### src/rtl/seq_detect_pkg.sv
// Shared types and constants for the serial pattern detector.
package seq_detect_pkg;

  // Largest supported pattern length; also sizes the fill counter.
  localparam int PAT_W_MAX = 16;

  // Detector control states.
  typedef enum logic [1:0] {
    IDLE  = 2'd0,
    FILL  = 2'd1,
    ARMED = 2'd2
  } state_e;

endpackage

### src/rtl/seq_detect_sat_counter.sv
// Saturating up-counter: counts inc pulses and holds at all-ones.
module sat_counter #(
  parameter int WIDTH = 8
) (
  input  logic             clk,
  input  logic             reset_n,
  input  logic             inc,
  output logic [WIDTH-1:0] count
);

  localparam logic [WIDTH-1:0] CNT_ONE = WIDTH'(1);

  logic [WIDTH-1:0] count_q;
  logic [WIDTH-1:0] count_d;

  // Next count: step on inc unless already at the ceiling.
  always_comb begin
    count_d = count_q;
    if (inc && (count_q != '1)) begin
      count_d = count_q + CNT_ONE;
    end
  end

  // Count register, cleared asynchronously.
  always_ff @(posedge clk or negedge reset_n) begin
    if (!reset_n) begin
      count_q <= '0;
    end else begin
      count_q <= count_d;
    end
  end

  assign count = count_q;

endmodule

### src/rtl/seq_detect.sv
// Serial pattern detector with Mealy match flag and optional match counter.
// Define SEQ_DETECT_CNT_EN to build the saturating match counter; without it
// match_cnt is tied to zero and no counter registers exist.
module seq_detect
  import seq_detect_pkg::*;
#(
  parameter int PAT_W   = 4,
  parameter int CNT_W   = 8,
  parameter int OVERLAP = 1
) (
  input  logic             clk,
  input  logic             reset_n,
  input  logic             load,
  input  logic [PAT_W-1:0] pattern_in,
  input  logic             en,
  input  logic             x,
  output logic             y,
  output logic             armed,
  output logic [CNT_W-1:0] match_cnt
);

  // Fill counter is sized for the largest pattern so widths stay fixed.
  localparam int FILL_W = $clog2(PAT_W_MAX + 1);
  localparam logic [FILL_W-1:0] FILL_MAX = FILL_W'(PAT_W);
  localparam logic [FILL_W-1:0] FILL_ARM = FILL_W'(PAT_W - 1);
  localparam logic [FILL_W-1:0] FILL_ONE = FILL_W'(1);

  state_e            state_q, state_d;
  logic [PAT_W-1:0]  pat_q,   pat_d;
  logic [PAT_W-2:0]  hist_q,  hist_d;
  logic [FILL_W-1:0] fill_q,  fill_d;
  logic              armed_q, armed_d;

  // Candidate window: stored history followed by the current serial bit.
  logic [PAT_W-1:0]  cand;
  assign cand = {hist_q, x};

  // Mealy match: only when armed, bit valid and no load overriding it.
  assign y = (state_q == ARMED) && en && !load && (cand == pat_q);

  // Next-state logic: load dominates, then serial bit acceptance.
  always_comb begin
    state_d = state_q;
    pat_d   = pat_q;
    hist_d  = hist_q;
    fill_d  = fill_q;
    if (load) begin
      state_d = FILL;
      pat_d   = pattern_in;
      hist_d  = '0;
      fill_d  = '0;
    end else if (en && (state_q != IDLE)) begin
      hist_d = cand[PAT_W-2:0];
      if (fill_q != FILL_MAX) begin
        fill_d = fill_q + FILL_ONE;
      end
      if ((state_q == FILL) && (fill_d >= FILL_ARM)) begin
        state_d = ARMED;
      end
      // Non-overlapping mode discards the bits that formed this match.
      if (y && (OVERLAP == 0)) begin
        fill_d  = '0;
        state_d = FILL;
      end
    end
    armed_d = (fill_d >= FILL_MAX);
  end

  // Detector state registers with registered armed flag.
  always_ff @(posedge clk or negedge reset_n) begin
    if (!reset_n) begin
      state_q <= IDLE;
      pat_q   <= '0;
      hist_q  <= '0;
      fill_q  <= '0;
      armed_q <= 1'b0;
    end else begin
      state_q <= state_d;
      pat_q   <= pat_d;
      hist_q  <= hist_d;
      fill_q  <= fill_d;
      armed_q <= armed_d;
    end
  end

  assign armed = armed_q;

`ifdef SEQ_DETECT_CNT_EN
  sat_counter #(
    .WIDTH (CNT_W)
  ) u_sat_counter (
    .clk     (clk),
    .reset_n (reset_n),
    .inc     (y),
    .count   (match_cnt)
  );
`else
  assign match_cnt = '0;
`endif

endmodule

### config.mk
export PLATFORM = sky130hd
export DESIGN_NAME = seq_detect
export DESIGN_NICKNAME = d
export VERILOG_FILES = /design/src/rtl/seq_detect_pkg.sv /design/src/rtl/seq_detect_sat_counter.sv /design/src/rtl/seq_detect.sv
export SDC_FILE = /design/constraint.sdc
export NUM_CORES = 1
export LEC_CHECK = 0
export CORE_MARGIN = 5
export CORE_UTILIZATION = 45
export CTS_CLUSTER_DIAMETER = 30
export DETAILED_ROUTE_END_ITERATION = 8
export PLACE_DENSITY = 0.74
export SETUP_SLACK_MARGIN = 0.3
export SYNTH_ARGS = -nofsm -noshare
export SYNTH_HDL_FRONTEND = slang
export SYNTH_SLANG_ARGS = --single-unit
### constraint.sdc
create_clock -name clk -period 1.64 [get_ports clk]
set_input_delay 0.164 -clock clk [delete_from_list [all_inputs] [get_ports clk]]
set_output_delay 0.164 -clock clk [all_outputs]
set_load 0.02 [all_outputs]
==> summary.log <==
qor: detailed_routing.post-route-drc-count 0
qor: pwr.worst_ir_drop_vdd 0.000541 V
qor: detailed_routing.route.detailed.wl_per_inst 13.9 µm
qor: synth.seq_area_frac_synth 40.6%
qor: placed_design.placement.io_buffers 10
qor: synth.synthesized_area_fraction_occupied_by_adder_cells 4.06%
qor: setup_path.crit_required 1.86 ns
qor: grt.grt_antenna_before_repair 0
qor: floorplan.initial_util 47.1%
qor: grt.first_global_vias 760
qor: sta.final.min_clock_period 1.56 ns
qor: cells_and_area.antenna-diode-count 0
qor: floorplan.fp.coreArea 0.00196 mm²
qor: placed_design.dpl.cell_count 133
qor: clock_network.cts_tree yes
qor: synth.yosysUniqueCellTypes 36
qor: synth.syn_avg_cell_area 10.4 µm²
qor: setup_path.crit_path_end_kind flop
qor: clock_network.cts_hold_repair.buffers 0
qor: cells_and_area.final_core_utilization 61.1%
qor: grt.grt_overflow_total 0
qor: clock_network.tritoncts.num_buffers 3
qor: pwr.leakagePower 0.531 nW
qor: placed_design.place_congestion 0.872
qor: grt.grt_pass1_wl 3.32 mm
qor: synth.yosys.area_share.xor_xnor 5.68%
qor: floorplan.dieHeight 55.3 µm
qor: synth.synth_top_family_by_area simple AND/OR/NAND/NOR gates
qor: sta.fin_crit_sh 95.2%
qor: worst_hold_path.hold_path.class in -> async
qor: run_status.status finished clean
qor: synth.async_reset_ff_share 100%
qor: synth.synth_compound_gate_area_share 11.2%
qor: detailed_routing.drt-initial-drc-count 10
qor: floorplan.ioPinCount 19
qor: pwr.total_power_per_unit_cell_area 765 mW/mm²
qor: setup_path.path_type_of_the_worst_setup_path reg -> reg
qor: detailed_routing.antenna_violating_nets_left 0
qor: grt.grtUsageTotal 13.1%
qor: cells_and_area.area_growth 29.6%
qor: cells_and_area.finalNonFillerCells 139
qor: setup_path.worstPathMaxFanout 6
qor: detailed_routing.drt-vias-per-instance 5.23
qor: detailed_routing.via_count 727
qor: placed_design.dp_hpwl 1.36 mm
qor: job.timing.max_cap.violations 0
qor: clock_network.clock_tree.root_cell sky130_fd_sc_hd__clkbuf_4
qor: clock_network.htree_num_levels 1
qor: sta.setup_violators_final 0
qor: synth.synth-edff-count 0
qor: synth.dominantRegCellSynth sky130_fd_sc_hd__dfrtp_1
qor: sta.fin_skew 0.00534 ns
qor: cells_and_area.nNetsFinal 125
qor: sta.drv_slew 0
qor: floorplan.die_w 55.3 µm
qor: synth.post_synth_instance_area 925 µm²
qor: sta.achievable-frequency 641 MHz
qor: grt.grt_start_max_net_pins 19
qor: setup_path.crit_arrival 1.78 ns
qor: sta.grt_setup_unrepaired true
qor: synth.synth_simple_gate_area_share 19.2%
qor: detailed_routing.drtPass1Iterations 2
qor: clock_network.clock_transition_at_path_regs 0.10 ns
qor: synth.yosysWarnings 0
qor: synth.post_synth_mux_area_share 9.20%
qor: clock_network.clock_path_buffers 2
qor: cells_and_area.drive_gt1_share 33.0%
qor: synth.syn_inst 89
qor: sta.final_hold_viol_count 0
qor: clock_network.cts.sinks 15
qor: synth.postSynthRegisterBits 15
qor: cells_and_area.most-common-layout-cells sky130_fd_sc_hd__dfrtp_1, sky130_fd_sc_hd__buf_4, sky130_fd_sc_hd__conb_1, sky130_fd_sc_hd__clkdlybuf4s50_1, sky130_fd_sc_hd__nor2_1
qor: floorplan.die_area 0.00306 mm²
qor: clock_network.clkLatencyLatePin 0.29 ns
qor: setup_path.critical_path.startpoint_type flop
qor: pwr.report.power.total 917 µW
qor: floorplan.rows 16
qor: detailed_routing.total_detailed_routing_wirelength 1.94 mm
-- kinds of logic (layout without fill, tap and decap cells) --
family,after synthesis,after routing
mux,8,8
fa+ha+maj,3,3
other cells,1,8
flops,15,15
xor+xnor,6,6
compound gates,14,14
simple gates,27,27
buf+inv,15,31
-- timing repair --
item	in CTS	in global routing
setup buffers	2	0
pin swaps	5	2
endpoints found under the setup margin	7	8
gates resized for setup	11	6
-- flip-flops by register name (all words and copies together), names as in the netlist --
signal,flops
armed,1
pat_q,4
hist_q,3
fill_q,5
state_q,2
-- report_power, final --
group	internal (mW)	total [mW]	switching (mW)
registers	0.399	0.420	0.0203
logic	0.139	0.272	0.134
clock network	0.0926	0.225	0.133
total	0.631	0.917	0.287
-- layer usage --
| metal | vias up | part of all wire (%) | global-route usage [%] |
|---|---|---|---|
| met3 | 0 | 3.7 | 3.73 |
| met5 | - | 0 | 0 |
| met2 | 12 | 54 | 23.3 |
| met1 | 369 | 42 | 15.5 |
| li1 | 346 | - | - |
| met4 | 0 | 0 | 3.13 |
-- stage by stage --
step	TNS [ns]	cell area, µm²	hold slack, ns	worst slack [ns]
CTS	0	1180	0.182	0.0729
finish	0	1200	0.175	0.0790
detailed placement	-0.284	1120	0.500	-0.204
global route	-0.00429	1200	0.202	-0.00429
floorplan	0	977	-0.132	0.0763
global placement	-0.320	1120	0.491	-0.229
-- path summary, 6_finish.rpt --
check	start	to	slack, ns	cells past startpoint
min reg2reg	pat_q[1]	pat_q[1]	0.52	1
max in group asynchronous	reset_n	fill_q[2]	1.28	2
min	reset_n	fill_q[0]	0.18	2
max	fill_q[0]	armed	0.08	6
max reg2reg	fill_q[0]	armed	0.08	6
min in group clk	pattern_in[1]	pat_q[1]	0.46	2
-- Yosys cell counts (2+ instances only) --
| cell type | instances | share of area, % |
|---|---|---|
| sky130_fd_sc_hd__o21ai_0 | 3 | 1.6 |
| sky130_fd_sc_hd__a41oi_1 | 2 | 1.9 |
| sky130_fd_sc_hd__buf_2 | 2 | 1.1 |
| sky130_fd_sc_hd__mux2_1 | 4 | 4.9 |
| sky130_fd_sc_hd__nor2b_1 | 2 | 1.4 |
| sky130_fd_sc_hd__or3_1 | 2 | 1.4 |
| sky130_fd_sc_hd__dfrtp_1 | 15 | 41 |
| sky130_fd_sc_hd__mux2i_1 | 4 | 4.3 |
| sky130_fd_sc_hd__buf_4 | 8 | 6.5 |
| sky130_fd_sc_hd__nand3_1 | 3 | 1.6 |
| sky130_fd_sc_hd__inv_1 | 4 | 1.6 |
| sky130_fd_sc_hd__a21oi_1 | 2 | 1.1 |
| sky130_fd_sc_hd__ha_1 | 3 | 4.1 |
| sky130_fd_sc_hd__nor2_1 | 7 | 2.8 |
| sky130_fd_sc_hd__nand3b_1 | 3 | 2.4 |
| sky130_fd_sc_hd__xor2_1 | 5 | 4.7 |
-- layout make-up --
class                           count  area [µm²]
Multi-Input combinational cell     66         549
Clock buffer                        3        22.5
Sequential cell                    15         377
Tap cell                           27        33.8
Fill cell                         192         763
Clock inverter                      1        7.51
Inverter                            4        15.0
Timing Repair Buffer               23         194
-- worst max-delay path, stage by stage, from the launching register on --
cell and delay [ns]:
sky130_fd_sc_hd__dfrtp_1 0.39, sky130_fd_sc_hd__inv_2 0.06, sky130_fd_sc_hd__ha_4 0.15, sky130_fd_sc_hd__and4bb_4 0.21, sky130_fd_sc_hd__or4_4 0.41, sky130_fd_sc_hd__a21oi_2 0.14, sky130_fd_sc_hd__o21bai_1 0.12
Note: power is estimated with default switching activity, not from simulation.
